[src/rtl/rd_drain_ctrl.sv]
// Ping-pong read-drain controller: tracks written slots per SRAM bank and, once a
// bank is full, streams it out in slot order through a 2-entry output FIFO.
//
// state | meaning
// ------+-------------------------------------------------------------
// IDLE  | no drain active; waiting for bank next_bank to become full
// RD0   | issuing reads of bank 0, slots 0..DEPTH-1 in ascending order
// RD1   | issuing reads of bank 1, slots 0..DEPTH-1 in ascending order
module rd_drain_ctrl #(
    parameter int DEPTH = 16,
    parameter int DW    = 32
) (
    input  logic                     clk,
    input  logic                     rst_n,
    input  logic                     wr_en,
    input  logic                     wr_bank,
    input  logic [$clog2(DEPTH)-1:0] wr_addr,
    output logic                     mem0_full,
    output logic                     mem1_full,
    output logic                     mem0_lock,
    output logic                     mem1_lock,
    output logic                     mem_rd_en,
    output logic                     mem_rd_bank,
    output logic [$clog2(DEPTH)-1:0] mem_rd_addr,
    input  logic [DW-1:0]            mem_rd_data,
    output logic                     out_valid,
    input  logic                     out_ready,
    output logic [DW-1:0]            out_data,
    output logic                     wr_err
);

    localparam int AW = $clog2(DEPTH);
    localparam logic [AW-1:0] LAST_ADDR = AW'(DEPTH - 1);

    typedef enum logic [1:0] {IDLE, RD0, RD1} state_t;

    state_t          state, state_nxt;
    logic [DEPTH-1:0] bm0, bm1, bm0_nxt, bm1_nxt;
    logic            next_bank, next_bank_nxt;
    logic [AW-1:0]   rd_addr, rd_addr_nxt;
    logic            in_flight;
    logic            wr_err_q;
    logic [DW-1:0]   fifo [2];
    logic            wr_ptr, rd_ptr;
    logic [1:0]      count;

    logic            full0, full1;
    logic            wr_hit, wr_locked, wr_legal;
    logic            pop;
    logic [2:0]      occupancy;
    logic            can_issue;
    logic            rd_en_int, rd_bank_int, last_issue;

    assign full0     = &bm0;
    assign full1     = &bm1;
    assign wr_hit    = wr_bank ? bm1[wr_addr] : bm0[wr_addr];
    assign wr_locked = wr_bank ? full1 : full0;
    assign wr_legal  = wr_en && !wr_locked && !wr_hit;

    assign out_valid = rst_n && (count != 2'd0);
    assign out_data  = fifo[rd_ptr];
    assign pop       = out_valid && out_ready;

    // Words already buffered plus the one returning from the SRAM must leave room
    // for the new read; a pop this cycle frees one slot.
    assign occupancy = {1'b0, count} + {2'b0, in_flight};
    assign can_issue = occupancy < (3'd2 + {2'b0, pop});

    always_comb begin
        state_nxt     = state;
        next_bank_nxt = next_bank;
        rd_addr_nxt   = rd_addr;
        rd_en_int     = 1'b0;
        rd_bank_int   = 1'b0;
        last_issue    = 1'b0;
        case (state)
            IDLE: begin
                if (next_bank ? full1 : full0)
                    state_nxt = next_bank ? RD1 : RD0;
            end
            RD0, RD1: begin
                rd_bank_int = (state == RD1);
                if (can_issue) begin
                    rd_en_int   = 1'b1;
                    rd_addr_nxt = rd_addr + AW'(1);
                    if (rd_addr == LAST_ADDR) begin
                        last_issue    = 1'b1;
                        state_nxt     = IDLE;
                        next_bank_nxt = ~next_bank;
                    end
                end
            end
            default: state_nxt = IDLE;
        endcase
    end

    // The bank being released is still locked this cycle, so a legal write can
    // never collide with its clear.
    always_comb begin
        bm0_nxt = bm0;
        bm1_nxt = bm1;
        if (last_issue && !rd_bank_int) bm0_nxt = '0;
        if (last_issue && rd_bank_int)  bm1_nxt = '0;
        if (wr_legal) begin
            if (wr_bank) bm1_nxt[wr_addr] = 1'b1;
            else         bm0_nxt[wr_addr] = 1'b1;
        end
    end

    always_ff @(posedge clk) begin
        if (!rst_n) begin
            state     <= IDLE;
            next_bank <= 1'b0;
            rd_addr   <= '0;
            bm0       <= '0;
            bm1       <= '0;
            in_flight <= 1'b0;
            wr_err_q  <= 1'b0;
            wr_ptr    <= 1'b0;
            rd_ptr    <= 1'b0;
            count     <= 2'd0;
        end else begin
            state     <= state_nxt;
            next_bank <= next_bank_nxt;
            rd_addr   <= rd_addr_nxt;
            bm0       <= bm0_nxt;
            bm1       <= bm1_nxt;
            in_flight <= rd_en_int;
            wr_err_q  <= wr_en && !wr_legal;
            if (in_flight) wr_ptr <= ~wr_ptr;
            if (pop)       rd_ptr <= ~rd_ptr;
            case ({in_flight, pop})
                2'b10:   count <= count + 2'd1;
                2'b01:   count <= count - 2'd1;
                default: count <= count;
            endcase
        end
    end

    always_ff @(posedge clk) begin
        if (in_flight) fifo[wr_ptr] <= mem_rd_data;
    end

    // Outputs are forced low while reset is held so nothing leaks before the
    // first reset edge or from a drain interrupted by reset.
    assign mem0_full   = rst_n && full0;
    assign mem1_full   = rst_n && full1;
    assign mem0_lock   = mem0_full;
    assign mem1_lock   = mem1_full;
    assign mem_rd_en   = rst_n && rd_en_int;
    assign mem_rd_bank = rd_bank_int;
    assign mem_rd_addr = rd_addr;
    assign wr_err      = rst_n && wr_err_q;

endmodule

[config.mk]
export PLATFORM = sky130hd
export DESIGN_NAME = rd_drain_ctrl
export DESIGN_NICKNAME = d
export VERILOG_FILES = /design/src/rtl/rd_drain_ctrl.sv
export SDC_FILE = /design/constraint.sdc
export NUM_CORES = 1
export LEC_CHECK = 0
export CAP_MARGIN = 25
export CORE_MARGIN = 1
export CORE_UTILIZATION = 52
export CTS_CLUSTER_DIAMETER = 100
export CTS_CLUSTER_SIZE = 10
export DETAILED_ROUTE_END_ITERATION = 8
export PLACE_DENSITY_LB_ADDON = 0.15
export SYNTH_ARGS = -nofsm -noshare
export SYNTH_HDL_FRONTEND = slang
export SYNTH_SLANG_ARGS = --single-unit
export TNS_END_PERCENT = 100
[constraint.sdc]
create_clock -name clk -period 2.7 [get_ports clk]
set_clock_uncertainty 0.2 [all_clocks]
set_input_delay 0.54 -clock clk [delete_from_list [all_inputs] [get_ports clk]]
set_output_delay 0.54 -clock clk [all_outputs]
set_load 0.01 [all_outputs]
==> impl_metrics.tcl <==
set metrics [dict create \
    worstPathArrival_ns 1.89 \
    worstHoldStart "bm0[3]" \
    clockBufferDepth 2 \
    cts_tree "done" \
    cpMostUsedCell "clkdlybuf4s50_1" \
    powerDensity_nw_per_um2 562 \
    grt_pass1_wl_um 15500 \
    async_reset_ff_share_pct 0 \
    power_frac_clock_pct 30.2 \
    synth_seq_cells 110 \
    ant_nets 0 \
    antenna_found_initial 0 \
    drv_cap 0 \
    grt_pass1_vias 3189 \
    synth_area_um2 4600 \
    avgSynthCellArea_um2 12.5 \
    hpwl_um 6850 \
    synth_cells 368 \
    switchingPower_uw 815 \
    cp_slowest_cell "clkdlybuf4s50_1" \
    synth_warnings 0 \
    hp-class "reg -> reg" \
    cts.sinks 110 \
    place.gp.congestion 0.934 \
    synthToLayoutAreaGrowth_pct 29.9 \
    start_util_pct 54.9 \
    ios 85 \
    finalWirelength_um 9770 \
    drt_iter0_drc 146 \
    io_buffers 84 \
    num_rows 33 \
    tightest_slew_ns 0.585 \
    dieHeight_um 96.0 \
    clockRootBuffer "clkbuf_8" \
    fin_nets 520 \
    synth-edff-count 64 \
    n_antenna_cell 0 \
    routedWlPerCell_um 16.8 \
    finalCritPeriodShare_pct 97.4 \
    finalSetupViolCount 0 \
    setup_tns_ns 0 \
    power_frac_seq_pct 55.4 \
    clkTransAtPathRegs_ns 0.10 \
    synth_top_area_cell "edfxtp_1" \
    power_mw 3.35 \
    synth_cell_types 44 \
    die_x_um 96.0 \
    synth_flop_cell "edfxtp_1" \
    fin_crit_ns 2.63 \
    comb_power_share_pct 14.4 \
    grt_use_total_pct 22.3 \
    leakagePower_nw 2.11 \
    clock_latency_ns 0.37 \
    path_cells "clkdlybuf4s50_1 > buf_6 > and2_1 > clkdlybuf4s50_1" \
    fmax_mhz 380 \
    vias 3268 \
    dieArea_um2 9220 \
    drive_gt1_share_pct 20.9 \
    vias_per_cell 5.61 \
    yosys-top-cells-count "edfxtp_1 (64), nand2_1 (48), dfxtp_1 (46), mux2_2 (35)" \
    hold_viol 0 \
    overflow 0 \
    ys_seq_area_share_pct 61.8 \
    status "complete, no violations" \
    yosysMostFrequentCell "edfxtp_1" \
    internal-power_mw 2.54 \
    slew_violations 0 \
    critPathLaunchType "input pin" \
    drt-pass1-iter-count 4 \
    reg2reg_setup_slack_ns 0.38 \
    synth_fp_nets 415 \
    path_class "in -> out" \
    required_ns 1.96 \
    cts_buffers 9 \
    core_um2 8380 \
    rsz0062_at_grt "false" \
    slew_headroom_pct 61.0 \
    htree_levels 3 \
    yosys.area.top_type_share_pct 41.8 \
    reg2reg_from "in_flight" \
    grt_max_degree 33 \
    cp_max_fo 7 \
    startpoint "rst_n" \
    drc_errors 0 \
    switching_share_pct 24.3 \
    ir_drop_mv 0.327 \
    synth_area_leaders "edfxtp_1 (42%), dfxtp_1 (20%), mux2_2 (8.6%), nand2_1 (3.9%), o31ai_1 (3.1%)" \
    end_kind "output pin" \
    critPathMaxStageDelay_ns 0.55 \
    fillers 609 \
]
-- layout by cell type (no fill, tap or decap), types with 7 or more instances in the layout --
| master | Yosys | layout |
|---|---|---|
| clkdlybuf4s50_1 | 0 | 79 |
| edfxtp_1 | 64 | 64 |
| nand2_1 | 48 | 48 |
| dfxtp_1 | 46 | 42 |
| mux2_2 | 35 | 35 |
| buf_4 | 3 | 27 |
| o31ai_1 | 19 | 19 |
| o21ai_0 | 19 | 19 |
| nor2_1 | 15 | 13 |
| nand4_1 | 11 | 11 |
| nand3_1 | 11 | 11 |
| clkbuf_8 | 0 | 9 |
| inv_1 | 7 | 7 |
-- cell type report --
class                      count  area, um2  share of cell area [%]
tap                          105        131                    2.20
clock inverter                 7       81.3                    1.36
timing repair buffer         115       1110                    18.6
inverter                       8       30.0                   0.503
multi-input combinational    229       1650                    27.6
clock buffer                   9        124                    2.07
sequential                   110       2850                    47.7
-- critical path: cells and delay by family --
kind | cells | cell delay (ns)
buffers and inverters | 3 | 1.23
and+or+nand+nor | 1 | 0.12
-- power groups by stage --
stage               clock (mW)  combinational [mW]  sequential [mW]
detailed placement           0               0.473             1.90
finish                    1.01               0.482             1.86
global placement             0               0.465             1.90
CTS                       1.03               0.478             1.86
global route              1.09               0.523             1.87
floorplan                    0               0.236             1.90
-- flip-flops by register name, summed over array words and instances, names as in the netlist, named ones only --
register,cells
mem_rd_addr,4
wr_ptr,1
rd_ptr,1
next_bank,1
bm0,16
in_flight,1
bm1,16
state,2
fifo,64
count,2
wr_err_q,1
-- metal layers --
layer	vias to the layer above	part of all wire, %	track usage (%)
li1	1568	-	-
met1	1571	42	28.8
met2	113	49	36.3
met3	16	7.9	4.58
met4	0	1.7	9.58
met5	-	0	0
-- worst paths after layout --
kind | cells after the start | end
min | 2 | bm0[3]
max reg2reg | 8 | bm1[12]
max | 4 | wr_err
min reg2reg | 2 | bm0[3]
-- per-stage QoR --
step / worst slack, ns / hold slack, ns / util [%] / cells / area (um2)
5_1_grt: 0.000409 / 0.298 / 71.3 / 583 / 5970
3_5_place_dp: -0.236 / 0.272 / 68.2 / 565 / 5720
4_1_cts: 0.0335 / 0.287 / 71.1 / 582 / 5960
3_3_place_gp: -0.166 / 0.264 / 68.2 / 565 / 5720
6_report: 0.0707 / 0.282 / 71.3 / 583 / 5970
2_1_floorplan: 0.295 / 0.241 / - / 368 / 4600
-- cell families (layout without fill, tap and decap cells) --
logic type	Yosys count	after routing	share of synthesized area, %
simple gates	112	112	11.6
flops	110	110	61.8
compound gates	59	59	8.68
mux	45	45	11.8
buf+inv	29	139	3.07
xor+xnor	7	7	1.33
fa+ha+maj	6	6	1.63
-- what timing repair did --
| item | 4_1_cts | 5_1_grt |
|---|---|---|
| buffers inserted | 1 | 1 |
| endpoints found under the hold margin | 0 | 0 |
| endpoints found under the setup margin | 5 | 2 |
| resized for setup | 16 | 1 |
| hold buffers | 0 | 0 |
| pin swaps | 1 | 1 |
(Power assumes the default switching activity.)
